**config.mk**
```make
export PLATFORM = sky130hd
export DESIGN_NAME = wb_line_fetch
export DESIGN_NICKNAME = d
export VERILOG_FILES = /design/src/rtl/wb_line_fetch.sv
export SDC_FILE = /design/constraint.sdc
export NUM_CORES = 1
export LEC_CHECK = 0
export BUFFER_PORTS_ARGS = -buffer_cell sky130_fd_sc_hd__buf_2
export CORE_ASPECT_RATIO = 1.4
export CORE_UTILIZATION = 60
export DETAILED_ROUTE_END_ITERATION = 7
export PLACE_DENSITY = 0.82
export SYNTH_ARGS = -nofsm -noshare
export SYNTH_HDL_FRONTEND = slang
export SYNTH_SLANG_ARGS = --single-unit
```
**constraint.sdc**
```tcl
create_clock -name wb_clk_i -period 3.7 [get_ports wb_clk_i]
set_input_delay 0.37 -clock wb_clk_i [delete_from_list [all_inputs] [get_ports wb_clk_i]]
set_output_delay 0.37 -clock wb_clk_i [all_outputs]
set_load 0.005 [all_outputs]
```
**src/rtl/wb_line_fetch.sv**
```systemverilog
// rtl/wb_line_fetch.sv - Wishbone read-only line fetch engine with show-ahead FIFO (optional ack watchdog: WB_FETCH_TIMEOUT_EN)
module wb_line_fetch #(
    parameter int WB_ADDR_WIDTH  = 24,
    parameter int WB_DATA_WIDTH  = 16,
    parameter int LEN_WIDTH      = 10,
    parameter int FIFO_DEPTH     = 16,
    parameter int TIMEOUT_CYCLES = 255
) (
    input  logic                           wb_clk_i,
    input  logic                           wb_rst_i,
    input  logic                           start_i,
    input  logic [WB_ADDR_WIDTH-1:0]       base_adr_i,
    input  logic [LEN_WIDTH-1:0]           len_i,
    output logic                           busy_o,
    output logic                           done_o,
    output logic                           err_o,
    output logic                           wb_cyc_o,
    output logic                           wb_stb_o,
    output logic                           wb_we_o,
    output logic [WB_ADDR_WIDTH-1:0]       wb_adr_o,
    output logic [WB_DATA_WIDTH/8-1:0]     wb_sel_o,
    input  logic [WB_DATA_WIDTH-1:0]       wb_dat_i,
    input  logic                           wb_ack_i,
    input  logic                           fifo_rd_i,
    output logic [WB_DATA_WIDTH-1:0]       fifo_dat_o,
    output logic                           fifo_empty_o,
    output logic [$clog2(FIFO_DEPTH):0]    fifo_level_o
);

    localparam int PW = $clog2(FIFO_DEPTH);
    localparam int LW = PW + 1;
    localparam logic [LW-1:0] DEPTH_LV = LW'(FIFO_DEPTH);

    typedef enum logic [1:0] {
        S_IDLE,
        S_REQ,
        S_GAP,
        S_DONE
    } state_t;

    state_t                     state_q, state_d;
    logic                       stb_q, stb_d;
    logic [WB_ADDR_WIDTH-1:0]   adr_q, adr_d;
    logic [LEN_WIDTH-1:0]       rem_q, rem_d;

    logic [WB_DATA_WIDTH-1:0]   mem_q [FIFO_DEPTH];
    logic [PW-1:0]              wr_ptr_q, rd_ptr_q;
    logic [LW-1:0]              level_q;

    logic                       fifo_space;
    logic                       push;
    logic                       pop;
    logic                       tmo_hit;

    // One request in flight at most, so free space only has to account for stored words.
    assign fifo_space = (level_q < DEPTH_LV);
    assign push       = stb_q && wb_ack_i;
    assign pop        = fifo_rd_i && (level_q != '0);

`ifdef WB_FETCH_TIMEOUT_EN
    localparam int TW = $clog2(TIMEOUT_CYCLES + 1);
    localparam logic [TW-1:0] TMO_LAST = TW'(TIMEOUT_CYCLES - 1);

    logic [TW-1:0] tmo_q;
    logic          err_q, err_d;

    assign tmo_hit = stb_q && !wb_ack_i && (tmo_q == TMO_LAST);

    // Watchdog counts strobe cycles of the current request; restarts whenever strobe is low.
    always_ff @(posedge wb_clk_i) begin
        if (wb_rst_i || !stb_q || wb_ack_i) begin
            tmo_q <= '0;
        end else begin
            tmo_q <= tmo_q + TW'(1);
        end
    end

    // Sticky error: set by a watchdog expiry, cleared by the next accepted start.
    always_comb begin
        err_d = err_q;
        if (state_q == S_IDLE && start_i) begin
            err_d = 1'b0;
        end else if (tmo_hit) begin
            err_d = 1'b1;
        end
    end

    // Error flag register.
    always_ff @(posedge wb_clk_i) begin
        if (wb_rst_i) begin
            err_q <= 1'b0;
        end else begin
            err_q <= err_d;
        end
    end

    assign err_o = err_q;
`else
    assign tmo_hit = 1'b0;
    assign err_o   = 1'b0;
`endif

    // Next-state and bus request logic; strobe is only raised when the FIFO can take the word.
    always_comb begin
        state_d = state_q;
        stb_d   = stb_q;
        adr_d   = adr_q;
        rem_d   = rem_q;
        case (state_q)
            S_IDLE: begin
                if (start_i) begin
                    if (len_i != '0) begin
                        adr_d   = base_adr_i;
                        rem_d   = len_i;
                        stb_d   = fifo_space;
                        state_d = S_REQ;
                    end else begin
                        state_d = S_DONE;
                    end
                end
            end
            S_REQ: begin
                if (stb_q) begin
                    if (wb_ack_i) begin
                        stb_d   = 1'b0;
                        adr_d   = adr_q + WB_ADDR_WIDTH'(1);
                        rem_d   = rem_q - LEN_WIDTH'(1);
                        state_d = (rem_q == LEN_WIDTH'(1)) ? S_DONE : S_GAP;
                    end else if (tmo_hit) begin
                        stb_d   = 1'b0;
                        state_d = S_DONE;
                    end
                end else begin
                    stb_d = fifo_space;
                end
            end
            S_GAP: begin
                stb_d   = fifo_space;
                state_d = S_REQ;
            end
            S_DONE: begin
                state_d = S_IDLE;
            end
            default: begin
                stb_d   = 1'b0;
                state_d = S_IDLE;
            end
        endcase
    end

    // Controller state and registered Wishbone outputs.
    always_ff @(posedge wb_clk_i) begin
        if (wb_rst_i) begin
            state_q <= S_IDLE;
            stb_q   <= 1'b0;
            adr_q   <= '0;
            rem_q   <= '0;
        end else begin
            state_q <= state_d;
            stb_q   <= stb_d;
            adr_q   <= adr_d;
            rem_q   <= rem_d;
        end
    end

    // FIFO pointers and occupancy; push and pop in the same cycle leave the level unchanged.
    always_ff @(posedge wb_clk_i) begin
        if (wb_rst_i) begin
            wr_ptr_q <= '0;
            rd_ptr_q <= '0;
            level_q  <= '0;
        end else begin
            if (push) begin
                wr_ptr_q <= wr_ptr_q + PW'(1);
            end
            if (pop) begin
                rd_ptr_q <= rd_ptr_q + PW'(1);
            end
            case ({push, pop})
                2'b10:   level_q <= level_q + LW'(1);
                2'b01:   level_q <= level_q - LW'(1);
                default: level_q <= level_q;
            endcase
        end
    end

    // FIFO storage; contents need no reset because the pointers define validity.
    always_ff @(posedge wb_clk_i) begin
        if (push) begin
            mem_q[wr_ptr_q] <= wb_dat_i;
        end
    end

    assign busy_o       = (state_q == S_REQ) || (state_q == S_GAP);
    assign done_o       = (state_q == S_DONE);
    assign wb_cyc_o     = stb_q;
    assign wb_stb_o     = stb_q;
    assign wb_we_o      = 1'b0;
    assign wb_adr_o     = adr_q;
    assign wb_sel_o     = '1;
    assign fifo_dat_o   = mem_q[rd_ptr_q];
    assign fifo_empty_o = (level_q == '0);
    assign fifo_level_o = level_q;

endmodule

```
==> flow_metrics.py, run 1 <==
metrics = {
    "finish": {
        "fin_nets": 985,
        "area_growth_syn_to_layout_pct": 13.37,
        "drive_gt1_frac": 0.2991,
        "final_util": 0.6963,
        "postLayoutCellArea_um2": 14760,
        "layoutNonFillerInstCount": 1196,
        "mostFrequentLayoutCells": "edfxtp_1 (256), buf_2 (104), mux4_2 (80)",
        "final_common_cell": "edfxtp_1",
        "fill_cells": 1338,
        "num_antenna_cells": 0,
    },
    "worst_hold_path": {
        "whs_path_depth": 3,
        "hold_path_class": "input port to register",
        "hp-start": "base_adr_i[11]",
        "whs_endpoint": "wb_adr_o[11]",
    },
    "die": {
        "initial_utilization": 0.6142,
        "rows": 63,
        "die_w_um": 126.5,
        "die_height_um": 176.3,
        "io_pins": 109,
        "coreArea_um2": 21200,
        "die_area_um2": 22310,
    },
    "route": {
        "drt_wl_total_um": 29120,
        "via_per_inst": 6.392,
        "drc": 0,
        "firstDrtPassIters": 6,
        "num_vias": 7645,
        "final_antenna_net_count": 0,
        "drtIter0Drc": 677,
        "avgRoutedWirePerCell_um": 24.35,
    },
    "logic_synthesis": {
        "ys_seq_area_frac": 0.6733,
        "synth_warnings": 0,
        "synth.avg_cell_area_um2": 16.08,
        "synth_edf_count": 256,
        "syn-instance-count": 810,
        "synth_cell_types": 64,
        "ys_async_sr_fraction": 0,
        "synth-seq-cells": 310,
        "netlist_area_um2": 13020,
        "synthFlopType": "edfxtp_1",
    },
    "timing": {
        "slew_violations": 0,
        "timing.hold.ws_ns": 0.1440,
        "fin_skew_ns": 0.02028,
        "finalSetupTns_ns": 0,
        "slew_headroom": 0.2523,
        "min_period_over_period": 0.8594,
        "rsz0062_at_grt": "no",
        "fmax_mhz": 314.5,
        "worstMarginPinSlew_ns": 1.122,
        "finalWorstSetupSlack_ns": 0.5203,
        "min_period_ns": 3.180,
        "final-setup-viol-count": 0,
        "hold_viol": 0,
    },
    "critical_path": {
        "endpoint_kind": "register",
        "startpoint_type": "register",
        "reg2reg_to": "fifo_level_o[4]",
        "slowest_stage": "or4_1",
        "crit_fanout": 10,
        "worstPathArrival_ns": 3.61,
        "r2r_cells": 10,
        "crit_type": "register to register",
        "reg2reg_slack_ns": 0.52,
        "cp.required_ns": 4.13,
        "cp_common_cell": "ha_1",
        "max_stage_delay_ns": 0.56,
        "path_cells": "or4_1, o21a_1, ha_1, buf_4, xor2_1, ha_1, a31oi_1, o31ai_1, a311o_1, mux2_1",
        "r2r-start": "fifo_level_o[1]",
    },
    "placed_design": {
        "dp.cells": 1146,
        "dpl_worst_slack_ns": 0.5626,
        "gp_congestion": 0.8750,
        "io_buffers": 104,
        "hpwl_um": 17200,
        "placed_cell_area_um2": 13900,
    },
    "run": {
        "cap_violations": 0,
    },
    "pwr": {
        "vdd_drop_max_uv": 604.3,
        "power_mw": 9.588,
        "p_leak_nw": 4.868,
        "p_per_area_nw_per_um2": 649.4,
    },
    "grt": {
        "grt_usage": 0.2686,
        "grt_start_max_net_pins": 72,
        "grt_pass1_wl_um": 44030,
        "antenna_found_initial": 0,
        "grt_pass1_vias": 7572,
        "grt_overflow": 0,
    },
    "clock_tree": {
        "clkTransAtPathRegs_ns": 0.07,
        "tritoncts": "yes",
        "cts.repair.resized": 0,
        "cts_buffers": 27,
        "cts-root-buf": "clkbuf_16",
        "clock-sinks": 310,
        "hold_buffers": 0,
        "htree_levels": 1,
        "clk_latency_ns": 0.55,
        "clockBufferDepth": 3,
        "postCtsSetupBuffers": 0,
    },
    "status": {
        "status": "complete, no violations",
    },
}
==> cells in the mapped netlist, drive strengths merged (9+ instances only) <==
library cell / count / area [µm²]
a211oi: 19 / 147.6
a21oi: 32 / 160.2
buf: 26 / 140.1
clkbuf: 30 / 113.9
dfxtp: 54 / 1081
edfxtp: 256 / 7687
ha: 15 / 187.7
inv: 17 / 63.81
mux4: 80 / 1802
nand2: 43 / 161.4
nand3: 19 / 100.1
nand4: 10 / 75.07
nor2: 42 / 157.7
nor2b: 9 / 56.30
nor3: 10 / 50.05
nor4: 13 / 81.33
o21ai: 33 / 165.2
o22ai: 11 / 68.82
==> flip-flops by register name, summed over array words and instances, names as in the netlist, named ones only <==
register and count:
rem_q 10, rd_ptr_q 4, wr_ptr_q 4, wb_adr_o 24, fifo_level_o 5, state_q 2, wb_cyc_o 1, mem_q 256
==> cells by family after synthesis <==
| logic type | Yosys count | synth area share |
|---|---|---|
| adders and majority gates | 15 | 0.01441 |
| xor gates and xnor gates | 9 | 0.006053 |
| AOI/OAI and AO/OA | 131 | 0.06428 |
| muxes | 88 | 0.1448 |
| buffers and inverters | 73 | 0.02440 |
| DFF | 310 | 0.6733 |
| other | 2 | 0.0005767 |
| and+or+nand+nor | 182 | 0.07216 |
==> report_power, final <==
part           internal (mW)  switching, mW  total (mW)
combinational           1.20           1.31        2.51
clock                   1.55           1.23        2.78
sequential              4.00          0.300        4.30
total                   6.75           2.84        9.59
==> layout make-up <==
class / instances / area [µm²] / share of cell area
clock buffer: 30 / 686.9 / 0.04653
inverter: 17 / 63.81 / 0.004322
tap: 260 / 325.3 / 0.02203
clock inverter: 20 / 177.7 / 0.01203
sequential: 310 / 8773 / 0.5942
timing repair buffer: 130 / 740.7 / 0.05017
multi-input combinational: 429 / 3996 / 0.2707
==> worst max path at each step <==
| stage | end | cells after the start | from |
|---|---|---|---|
| after floorplan | fifo_level_o[4] | 12 | fifo_level_o[2] |
| after global placement | fifo_level_o[4] | 10 | fifo_level_o[1] |
| after detailed placement | fifo_level_o[4] | 10 | fifo_level_o[1] |
| after CTS | fifo_level_o[4] | 10 | fifo_level_o[1] |
| after global routing | fifo_level_o[4] | 10 | fifo_level_o[1] |
| final | fifo_level_o[4] | 10 | fifo_level_o[1] |
==> critical path: cells and delay by family (launching register included) <==
family	cells	cell delay, ns
and+or+nand+nor	1	0.56
buffers and inverters	1	0.17
adders and majority gates	2	0.43
AOI/OAI and AO/OA	4	1.07
DFF	1	0.38
xor gates and xnor gates	1	0.15
muxes	1	0.31
==> routing by layer <==
metal,track usage,routed length (µm),vias up
li1,-,-,3418
met4,0.1170,1189,0
met5,0,0,-
met3,0.03667,2027,74
met2,0.4807,15260,403
met1,0.3262,10640,3750
Note: power is estimated with default switching activity, not from simulation.
==> run 2, diff against run 1 <==
--- a/config.mk
+++ b/config.mk
@@ -7,9 +7,9 @@
 export LEC_CHECK = 0
 export BUFFER_PORTS_ARGS = -buffer_cell sky130_fd_sc_hd__buf_2
 export CORE_ASPECT_RATIO = 1.4
-export CORE_UTILIZATION = 60
+export CORE_UTILIZATION = 64
 export DETAILED_ROUTE_END_ITERATION = 7
-export PLACE_DENSITY = 0.82
+export PLACE_DENSITY = 0.87
 export SYNTH_ARGS = -nofsm -noshare
 export SYNTH_HDL_FRONTEND = slang
 export SYNTH_SLANG_ARGS = --single-unit
==> constraint.sdc (replaced) <==
create_clock -name wb_clk_i -period 3.82 [get_ports wb_clk_i]
set_input_delay 0.382 -clock wb_clk_i [delete_from_list [all_inputs] [get_ports wb_clk_i]]
set_output_delay 0.382 -clock wb_clk_i [all_outputs]
set_load 0.005 [all_outputs]
==> flow_metrics.py, run 2 (same netlist as run 1, synthesis figures left out) <==
metrics = {
    "clock_tree": {
        "postCtsSetupBuffers": 0,
        "clockBufferDepth": 3,
        "cts-root-buf": "clkbuf_16",
        "cts_buffers": 28,
        "tritoncts": "yes",
        "clk_latency_ns": 0.56,
        "cts.repair.resized": 0,
        "hold_buffers": 0,
        "htree_levels": 1,
        "clock-sinks": 310,
        "clkTransAtPathRegs_ns": 0.07,
    },
    "critical_path": {
        "cp_top_family": "compound AO/OA/AOI/OAI gates",
        "cp.required_ns": 4.26,
        "slowest_stage": "or4_1",
        "crit_type": "register to register",
        "r2r-start": "fifo_level_o[1]",
        "worstPathArrival_ns": 3.78,
        "crit_fanout": 11,
        "cp_common_cell": "ha_1",
        "startpoint_type": "register",
        "crit_start": "fifo_level_o[1]",
        "endpoint_kind": "register",
        "path_cells": "or4_1, o21a_1, ha_1, ha_1, nor3_1, a2111oi_0, o31ai_1, a311o_1, mux2_1",
        "cp_num_buf_inv": 0,
        "max_stage_delay_ns": 0.55,
    },
    "route": {
        "avgRoutedWirePerCell_um": 25.13,
        "final_antenna_net_count": 0,
        "drt_wl_total_um": 29910,
        "firstDrtPassIters": 5,
        "num_vias": 7757,
        "drtIter0Drc": 758,
        "drc": 0,
        "via_per_inst": 6.518,
    },
    "grt": {
        "grt_overflow": 0,
        "grt_pass1_wl_um": 44660,
        "antenna_found_initial": 1,
        "grt_usage": 0.2944,
        "grt_start_max_net_pins": 63,
        "grt_pass1_vias": 7752,
    },
    "timing": {
        "fmax_mhz": 299.6,
        "timing.hold.ws_ns": 0.1530,
        "worstMarginPinSlew_ns": 1.137,
        "hold_viol": 0,
        "rsz0062_at_grt": "no",
        "slew_headroom": 0.2410,
        "min_period_over_period": 0.8738,
        "finalSetupTns_ns": 0,
        "min_period_ns": 3.338,
        "slew_violations": 0,
        "fin_skew_ns": 0.01753,
        "finalWorstSetupSlack_ns": 0.4821,
        "final-setup-viol-count": 0,
    },
    "finish": {
        "mostFrequentLayoutCells": "edfxtp_1 (256), buf_2 (104), mux4_2 (80)",
        "area_growth_syn_to_layout_pct": 14.56,
        "fin_nets": 985,
        "largest_reg_flops": 256,
        "fill_cells": 1122,
        "largest-register": "mem_q",
        "drive_gt1_frac": 0.3084,
        "layoutNonFillerInstCount": 1190,
        "final_common_cell": "edfxtp_1",
    },
    "pwr": {
        "p_leak_nw": 4.946,
        "vdd_drop_max_uv": 587.1,
        "p_per_area_nw_per_um2": 653.2,
    },
    "die": {
        "die_area_um2": 20930,
        "die_height_um": 170.8,
        "die_w_um": 122.6,
        "rows": 61,
        "coreArea_um2": 19920,
        "io_pins": 109,
        "initial_utilization": 0.6537,
    },
    "placed_design": {
        "gp_congestion": 0.8687,
        "io_buffers": 104,
        "dpl_worst_slack_ns": 0.5731,
        "dp.cells": 1137,
        "hpwl_um": 17710,
    },
    "status": {
        "status": "complete, no violations",
    },
    "worst_hold_path": {
        "hp-start": "base_adr_i[11]",
        "hold_path_class": "input port to register",
    },
    "run": {
        "cap_violations": 0,
    },
}
## run 2: cell type report
type,instances,area (µm²),share of cell area
antenna,1,2.502,0.0001677
inverter,17,63.81,0.004277
sequential,310,8773,0.5881
timing repair buffer,129,720.7,0.04831
clock buffer,28,700.7,0.04697
multi-input combinational,429,3996,0.2679
tap,252,315.3,0.02114
clock inverter,24,345.3,0.02315
## run 2: power breakdown
part           leakage, nW  total, mW  switching, mW  internal [mW]
logic                 1.70       2.40           1.25           1.14
registers             2.75       4.18          0.306           3.88
clock network        0.502       3.16           1.27           1.89
## run 2: worst paths after layout
check                         end  slack [ns]  cells past startpoint
setup / recovery  fifo_level_o[4]        0.48                      9
hold reg to reg          rem_q[4]        0.48                      2
setup reg to reg  fifo_level_o[4]        0.48                      9
hold / removal       wb_adr_o[11]        0.15                      3
## run 2: tightest hold or removal path: cells and delay by family
family                 cells  cell delay (ns)
AO/OA/AOI/OAI              1             0.09
AND/OR/NAND/NOR            1             0.08
buffers and inverters      1             0.10
## run 2: routing by layer
metal	wire, µm	global-route usage	vias up
li1	-	-	3426
met1	11130	0.3657	3819
met2	15250	0.5054	421
met3	2210	0.04267	91
met4	1315	0.1394	0
met5	0	0	-
## run 2: per-stage QoR
stage	total power, mW	util	cell area [µm²]
global placement	6.548	0.6963	13870
detailed placement	6.622	0.6963	13870
floorplan	5.959	-	13030
finish	9.744	0.7489	14920
CTS	9.774	0.7488	14920
global route	10.16	0.7489	14920
==> run 3, diff against run 2 <==
--- a/config.mk
+++ b/config.mk
@@ -7,9 +7,10 @@
 export LEC_CHECK = 0
 export BUFFER_PORTS_ARGS = -buffer_cell sky130_fd_sc_hd__buf_2
 export CORE_ASPECT_RATIO = 1.4
-export CORE_UTILIZATION = 64
+export CORE_UTILIZATION = 40
+export CTS_BUF_LIST = sky130_fd_sc_hd__clkbuf_4
 export DETAILED_ROUTE_END_ITERATION = 7
-export PLACE_DENSITY = 0.87
+export PLACE_DENSITY = 0.59
 export SYNTH_ARGS = -nofsm -noshare
 export SYNTH_HDL_FRONTEND = slang
 export SYNTH_SLANG_ARGS = --single-unit
==> flow_metrics.py, run 3 (same netlist as run 1, synthesis figures left out) <==
metrics = {
    "status": {
        "status": "complete, no violations",
    },
    "clock_tree": {
        "clkTransAtPathRegs_ns": 0.07,
        "clk_latency_ns": 0.70,
        "cts_buffers": 78,
        "clockBufferDepth": 3,
        "clock-sinks": 310,
        "tritoncts": "yes",
        "cts-root-buf": "clkbuf_4",
        "postCtsSetupBuffers": 0,
        "htree_levels": 3,
    },
    "finish": {
        "drive_gt1_frac": 0.3541,
        "mostFrequentLayoutCells": "edfxtp_1 (256), clkbuf_4 (118), buf_2 (104)",
        "area_growth_syn_to_layout_pct": 17.16,
        "final_common_cell": "edfxtp_1",
        "largest_reg_flops": 256,
        "largest-register": "mem_q",
        "fin_nets": 1056,
        "fill_cells": 2799,
    },
    "worst_hold_path": {
        "whs_path_depth": 3,
        "hp-start": "base_adr_i[3]",
        "hold_path_class": "input port to register",
        "whs_endpoint": "wb_adr_o[3]",
    },
    "die": {
        "rows": 77,
        "die_height_um": 215.5,
        "io_pins": 109,
        "die_w_um": 154.5,
        "die_area_um2": 33290,
        "initial_utilization": 0.4096,
        "coreArea_um2": 31790,
    },
    "route": {
        "via_per_inst": 5.435,
        "wl_met3_um": 1678,
        "drtIter0Drc": 364,
        "final_antenna_net_count": 0,
        "drt_wl_total_um": 29490,
        "drc": 0,
        "top_layer_used": "met4",
        "wl_met2_um": 15260,
        "firstDrtPassIters": 5,
        "num_vias": 7826,
        "wl_met1_um": 11870,
        "avgRoutedWirePerCell_um": 20.48,
    },
    "placed_design": {
        "hpwl_um": 18050,
        "io_buffers": 104,
        "gp_congestion": 0.8444,
    },
    "pwr": {
        "p_leak_nw": 5.138,
        "p_per_area_nw_per_um2": 615.9,
        "power_mw": 9.397,
        "vdd_drop_max_uv": 535.9,
    },
    "grt": {
        "grt_usage": 0.1842,
        "grt_overflow": 0,
        "grt_start_max_net_pins": 64,
        "grt_pass1_vias": 8373,
        "antenna_found_initial": 3,
        "grt_pass1_wl_um": 46240,
    },
    "critical_path": {
        "crit_fanout": 11,
        "endpoint_kind": "register",
        "cp.required_ns": 4.40,
        "crit_type": "register to register",
        "r2r-start": "fifo_level_o[2]",
        "worstPathArrival_ns": 3.95,
        "reg2reg_slack_ns": 0.46,
        "r2r_cells": 9,
        "startpoint_type": "register",
        "reg2reg_to": "fifo_level_o[4]",
    },
    "timing": {
        "worstMarginPinSlew_ns": 0.8507,
        "final-setup-viol-count": 0,
        "finalSetupTns_ns": 0,
        "min_period_ns": 3.361,
        "rsz0062_at_grt": "no",
        "fin_skew_ns": 0.02920,
        "slew_violations": 0,
        "hold_viol": 0,
        "min_period_over_period": 0.8798,
        "slew_headroom": 0.4298,
        "fmax_mhz": 297.5,
    },
    "run": {
        "cap_violations": 0,
    },
}
run 3: changes by cell type in the layout (fill, tap and decap cells not counted), moves of 2 or more:
cell / delta
clkbuf_16: -28
clkinvlp_4: -4
dlygate4sd3_1: +18
bufinv_16: -7
clkinv_1: +7
inv_2: +2
diode_2: +2
buf_4: +2
clkbuf_4: +118
run 3: critical path: stages, from the launching register on:
cell	delay, ns
dfxtp_1	0.40
or4_1	0.51
o21a_1	0.29
ha_1	0.37
ha_1	0.40
nor3_1	0.06
a2111oi_0	0.44
o31ai_1	0.14
a311o_1	0.34
mux2_1	0.30
run 3: power breakdown:
part | internal (mW) | switching, mW | total (mW)
clock network | 1.47 | 1.30 | 2.78
logic | 1.17 | 1.26 | 2.43
registers | 3.88 | 0.317 | 4.19
run 3: area by class of cell:
type	count	area, µm²	share of cell area
flip-flops and latches	310	8773	0.5750
multi-input cells	429	3996	0.2619
repair buffers	150	935.9	0.06134
clock buffers	118	885.9	0.05806
well taps	395	494.2	0.03239
clock inverters	18	100.1	0.006561
inverters	17	63.81	0.004182
diodes	3	7.507	0.0004920
run 3: repair_timing:
action,in CTS,in global routing
resized for setup,0,0
hold buffers,18,0
hold endpoints to repair,22,0
run 3: how the worst max path moves through the flow:
stage / slack (ns) / endpoint / from
finish: 0.46 / fifo_level_o[4] / fifo_level_o[2]
CTS: 0.42 / fifo_dat_o[3] / register
global route: 0.21 / fifo_level_o[4] / fifo_level_o[1]
detailed placement: 0.52 / fifo_level_o[4] / fifo_level_o[1]
floorplan: 0.79 / fifo_level_o[4] / fifo_level_o[2]
global placement: 0.54 / fifo_level_o[4] / fifo_level_o[1]
run 3: routing by layer:
| metal | vias to the layer above | GRT usage |
|---|---|---|
| li1 | 3623 | - |
| met4 | 0 | 0.07195 |
| met3 | 52 | 0.04679 |
| met2 | 256 | 0.3255 |
| met1 | 3895 | 0.2130 |
| met5 | - | 0 |
run 3: stage by stage:
| stage | utilization | cell area, µm² | instances | worst slack (ns) | hold WS [ns] |
|---|---|---|---|---|---|
| floorplan | - | 13030 | 812 | 0.7869 | 0.4493 |
| global placement | 0.4430 | 14080 | 1283 | 0.5398 | 0.4614 |
| detailed placement | 0.4430 | 14080 | 1283 | 0.5228 | 0.4682 |
| CTS | 0.4797 | 15250 | 1437 | 0.4209 | 0.0001937 |
| global route | 0.4798 | 15250 | 1439 | 0.2095 | 0.01263 |
| finish | 0.4799 | 15260 | 1440 | 0.4591 | 0.05713 |
